**src/rtl/instr_decode.sv**
```systemverilog
// Decode stage: 32-entry integer register file with combinational read ports,
// one write-back port, immediate generation and instruction field slicing.
// The reset input is named rst_n for codebase consistency, but it is a
// synchronous, active-HIGH reset (rst_n = 1 resets the register file).
module instr_decode #(
  parameter int              XLEN     = 32,
  parameter int              NREG     = 32,
  parameter logic [XLEN-1:0] SP_RESET = 32'h0000_7FFC
) (
  input  logic            clk_i,
  input  logic            rst_n,
  input  logic [31:0]     instr_i,
  input  logic [31:0]     pc_i,
  input  logic            reg_write_i,
  input  logic [4:0]      wb_rd_i,
  input  logic [XLEN-1:0] wb_data_i,
  input  logic [4:0]      dbg_addr_i,
  output logic [XLEN-1:0] rs1_data_o,
  output logic [XLEN-1:0] rs2_data_o,
  output logic [31:0]     imm_o,
  output logic [4:0]      rd_o,
  output logic [6:0]      opcode_o,
  output logic [2:0]      funct3_o,
  output logic [6:0]      funct7_o,
  output logic [31:0]     pc_o,
  output logic            illegal_o,
  output logic [XLEN-1:0] dbg_data_o
);

  // Supported major opcodes.
  localparam logic [6:0] OP_LOAD   = 7'b0000011;
  localparam logic [6:0] OP_IMM    = 7'b0010011;
  localparam logic [6:0] OP_AUIPC  = 7'b0010111;
  localparam logic [6:0] OP_STORE  = 7'b0100011;
  localparam logic [6:0] OP_REG    = 7'b0110011;
  localparam logic [6:0] OP_LUI    = 7'b0110111;
  localparam logic [6:0] OP_BRANCH = 7'b1100011;
  localparam logic [6:0] OP_JALR   = 7'b1100111;
  localparam logic [6:0] OP_JAL    = 7'b1101111;
  localparam logic [6:0] OP_SYSTEM = 7'b1110011;

  typedef enum logic [2:0] {
    FMT_NONE,
    FMT_I,
    FMT_S,
    FMT_B,
    FMT_J,
    FMT_U
  } imm_fmt_e;

  logic [XLEN-1:0] regs_q [NREG];
  logic [4:0]      rs1_addr;
  logic [4:0]      rs2_addr;
  imm_fmt_e        imm_fmt;

  assign rs1_addr = instr_i[19:15];
  assign rs2_addr = instr_i[24:20];

  // Register file update: reset image wins over write-back; x0 is never written.
  // NOTE: the register file is deliberately reset here (x0..x31 cleared, sp
  // preloaded), so it maps to flops rather than a RAM macro; all state in this
  // block uses non-blocking assignments so every entry updates on the same edge.
  always_ff @(posedge clk_i) begin
    if (rst_n) begin
      for (int i = 0; i < NREG; i++) begin
        regs_q[i] <= (i == 2) ? SP_RESET : '0;
      end
    end else if (reg_write_i && (wb_rd_i != 5'd0)) begin
      regs_q[wb_rd_i] <= wb_data_i;
    end
  end

  // Combinational read ports; x0 reads as zero regardless of the array contents.
  always_comb begin
    rs1_data_o = (rs1_addr   == 5'd0) ? '0 : regs_q[rs1_addr];
    rs2_data_o = (rs2_addr   == 5'd0) ? '0 : regs_q[rs2_addr];
    dbg_data_o = (dbg_addr_i == 5'd0) ? '0 : regs_q[dbg_addr_i];
  end

  // Classify the opcode into an immediate format and flag unsupported opcodes.
  // NOTE: every output of this block gets a default first, so no path through
  // the case leaves a variable unassigned and no latch is inferred.
  always_comb begin
    imm_fmt   = FMT_NONE;
    illegal_o = 1'b0;
    case (instr_i[6:0])
      OP_IMM, OP_LOAD, OP_JALR, OP_SYSTEM: imm_fmt = FMT_I;
      OP_STORE:                            imm_fmt = FMT_S;
      OP_BRANCH:                           imm_fmt = FMT_B;
      OP_JAL:                              imm_fmt = FMT_J;
      OP_LUI, OP_AUIPC:                    imm_fmt = FMT_U;
      OP_REG:                              imm_fmt = FMT_NONE;
      default:                             illegal_o = 1'b1;
    endcase
  end

  // Assemble the sign-extended immediate for the selected format.
  always_comb begin
    imm_o = 32'd0;
    case (imm_fmt)
      FMT_I: imm_o = {{20{instr_i[31]}}, instr_i[31:20]};
      FMT_S: imm_o = {{20{instr_i[31]}}, instr_i[31:25], instr_i[11:7]};
      FMT_B: imm_o = {{19{instr_i[31]}}, instr_i[31], instr_i[7],
                      instr_i[30:25], instr_i[11:8], 1'b0};
      FMT_J: imm_o = {{11{instr_i[31]}}, instr_i[31], instr_i[19:12],
                      instr_i[20], instr_i[30:21], 1'b0};
      FMT_U: imm_o = {instr_i[31:12], 12'd0};
      default: imm_o = 32'd0;
    endcase
  end

  // Field outputs are plain slices of the fetched instruction.
  assign rd_o     = instr_i[11:7];
  assign opcode_o = instr_i[6:0];
  assign funct3_o = instr_i[14:12];
  assign funct7_o = instr_i[31:25];
  assign pc_o     = pc_i;

endmodule

```
**config.mk**
```make
export PLATFORM = sky130hd
export DESIGN_NAME = instr_decode
export DESIGN_NICKNAME = d
export VERILOG_FILES = /design/src/rtl/instr_decode.sv
export SDC_FILE = /design/constraint.sdc
export NUM_CORES = 2
export LEC_CHECK = 0
export BUFFER_PORTS_ARGS = -buffer_cell sky130_fd_sc_hd__buf_2
export CORE_MARGIN = 4
export CORE_UTILIZATION = 67
export CTS_BUF_LIST = sky130_fd_sc_hd__clkbuf_16
export DETAILED_ROUTE_END_ITERATION = 12
export PLACE_DENSITY_LB_ADDON = 0.12
export SLEW_MARGIN = 20
export SYNTH_ARGS = -nofsm -noshare
export SYNTH_HDL_FRONTEND = slang
export SYNTH_SLANG_ARGS = --single-unit
```
**constraint.sdc**
```tcl
create_clock -name clk_i -period 3 [get_ports clk_i]
set_input_delay 0.15 -clock clk_i [delete_from_list [all_inputs] [get_ports clk_i]]
set_output_delay 0.15 -clock clk_i [all_outputs]
set_load 0.02 [all_outputs]
```
==> run_results.csv <==
group,metric,value,unit
run_status,outcome,"finished with violations",
run_status,violations,"negative setup slack",
sta,timing.final.max_slew_violations,0,
worst_hold_path,min_path_cells,2,
power_and_ir_drop,ir_drop,0.576,mV
floorplan,start_util,0.675,
layout,design.final.nets,5023,
layout,area_growth_syn_to_layout,12.5,%
setup_path,worst_setup_path_start_kind,"flip-flop",
global_route,grt_first_pass_wirelength,359000,um
clock_network,clockBufferDepth,3,
placed_design,dpl.hpwl,160000,um
routing,wl_per_cell,40.9,um
clock_network,path_clk_slew,60,ps
floorplan,row_count,113,
global_route,grt_pass1_vias,49003,
routing,vias,50340,
layout,drive_gt1_frac,0.312,
power_and_ir_drop,total_power,38400,uW
yosys,synthFlopType,"edfxtp_1",
layout,largest_reg_flops,1024,
routing,drc,0,
yosys,yosys_register_bits,1024,
floorplan,io_pins,292,
clock_network,h-tree-depth,3,
sta,finalWorstSetupSlack,-225,ps
sta,rsz0062_at_grt,"true",
global_route,gr-total-overflow,0,
sta,fin_crit,3230,ps
placed_design,port_buffers,227,
sta,setup_viol,4,
setup_path,crit_type,"flip-flop to output pin",
floorplan,fp.dieH,317,um
floorplan,die-width,317,um
yosys,ys.warnings.count,0,
routing,dr.pass1.iters,10,
clock_network,root_buffer,"clkbuf_16",
layout,final_common_cell,"edfxtp_1",
layout,largest-register,"regs_q",
yosys,syn_area,64100,sq um
layout,reg.largest.list,"regs_q (1024)",
floorplan,core_area,95000,sq um
setup_path,worst-path-max-fanout,3,
placed_design,pre_cts_slack,-39.9,ps
routing,ant_nets,0,
sta,slew_headroom,0.204,
setup_path,crit_start,"regs_q[9][13]$_SDFFCE_PN0P_",
clock_network,cts_inserted_buffers,109,
yosys,synth-seq-area-share,0.480,
layout,layout_common_cells,"1024 x edfxtp_1, 989 x and2_1, 521 x mux4_2, 359 x mux2i_1, 270 x buf_4",
routing,via_per_inst,7.97,
worst_hold_path,min_from,"rst_n",
placed_design,routabilityCongestion,0.999,
sta,worstMarginPinSlew,1190,ps
routing,drt_iter0_drc,10362,
job,cap_violations,0,
yosys,synthArstFlopShare,0,
worst_hold_path,min_path_type,"primary input to flip-flop",
sta,whs,9.63,ps
setup_path,cp.arrival,3080,ps
global_route,grt_use_total,0.515,
yosys,ys_types,50,
power_and_ir_drop,p_per_area,533,nW/um^2
yosys,synth_enable_flop_cells,1024,
global_route,grt_max_degree,64,
setup_path,endpoint_kind,"output pin",
sta,period_share,1.08,
global_route,antenna_found_initial,34,
clock_network,cts.sink_count,1024,
yosys,netlist_instances,4785,
clock_network,cts_tree,"built",
power_and_ir_drop,p_leak,0.0261,uW
routing,drt-total-wl,258000,um
yosys,avgSynthCellArea,13.4,sq um
sta,final_hold_viol_count,0,
setup_path,cp_data_required_time,2850,ps
floorplan,die_area,101000,sq um
sta,fmax,310,MHz
synthesized netlist by cell type (14+ instances only):
cell type  count  share of area
buf_6         39         0.0069
a211oi_1      33         0.0039
edfxtp_1    1024           0.48
nor2b_1       14         0.0014
mux2i_1      359          0.056
buf_2         93         0.0073
a2111oi_2     18         0.0042
nor2_1        86         0.0050
or3_1         42         0.0041
a21oi_1       94         0.0073
a22oi_1       93          0.011
buf_4        104          0.012
o22ai_1       79         0.0077
o21ai_1       22         0.0017
buf_1         19         0.0011
and2_1       992          0.097
o221ai_1      32         0.0044
a21o_1        20         0.0023
o21ai_0       77         0.0060
mux4_2       521           0.18
nand3_1       50         0.0039
nand2_1      178          0.010
nor3_1        36         0.0028
or2_2         33         0.0032
a221oi_1      26         0.0036
a31oi_1       53         0.0052
mux2_2       169          0.030
a22o_1        69         0.0094
clkbuf_1     328          0.019
worst max-delay path: stages (launching register included):
cell and delay [ps]:
edfxtp_1 410, mux4_2 470, a22o_1 260, a2111oi_4 920, nor3_2 90, buf_2 200
path summary, 6_finish.rpt:
path                          to  slack (ps)
max               rs1_data_o[13]        -230
min   regs_q[0][6]$_SDFFCE_PN0P_          10
per-layer routing:
metal	track usage	up-vias	part of all wire	routed length (um)
met1	0.626	24242	0.30	78200
met5	0	-	0.00018	46
met4	0.385	8	0.096	24900
met3	0.245	1529	0.19	47900
met2	0.714	5757	0.42	107000
li1	-	18804	-	-
cell type report:
type	count	area, sq um
Fill cell	5965	22900
Multi-Input combinational cell	3207	31100
Clock buffer	113	2830
Tap cell	1265	1580
Clock inverter	90	948
Antenna cell	42	105
Timing Repair Buffer	572	4780
Sequential cell	1024	30700
logic make-up (layout without fill, tap and decap cells):
| family | Yosys count | count (layout) | synth area share |
|---|---|---|---|
| other | 1 | 74 | 0.0000585 |
| muxes | 1049 | 1049 | 0.269 |
| and+or+nand+nor | 1463 | 1463 | 0.131 |
| buffers and inverters | 585 | 775 | 0.0468 |
| DFF | 1024 | 1024 | 0.480 |
| AOI/OAI and AO/OA | 663 | 663 | 0.0735 |
power breakdown:
part,internal (uW),total (uW),switching [uW]
sequential,16600,17200,661
clock,8430,14300,5910
combinational,2740,6840,4110
stage by stage:
step	cell area (sq um)	utilization	setup TNS (ps)	instances
final	72100	0.759	-393	6313
after detailed placement	67900	0.715	-71.8	6063
after global placement	67900	0.714	-578	6061
after global routing	72000	0.758	-278	6288
after floorplan	64200	-	0	4816
after CTS	71800	0.756	-74.5	6270
what timing repair did:
item / 4_1_cts / 5_1_grt
endpoints found under the hold margin: 21 / 0
hold buffers: 3 / 0
pin swaps: 6 / 6
setup endpoints to repair: 12 / 18
buffers inserted: 3 / 1
resized for setup: 18 / 17
Power figures use the tool's default switching activity.
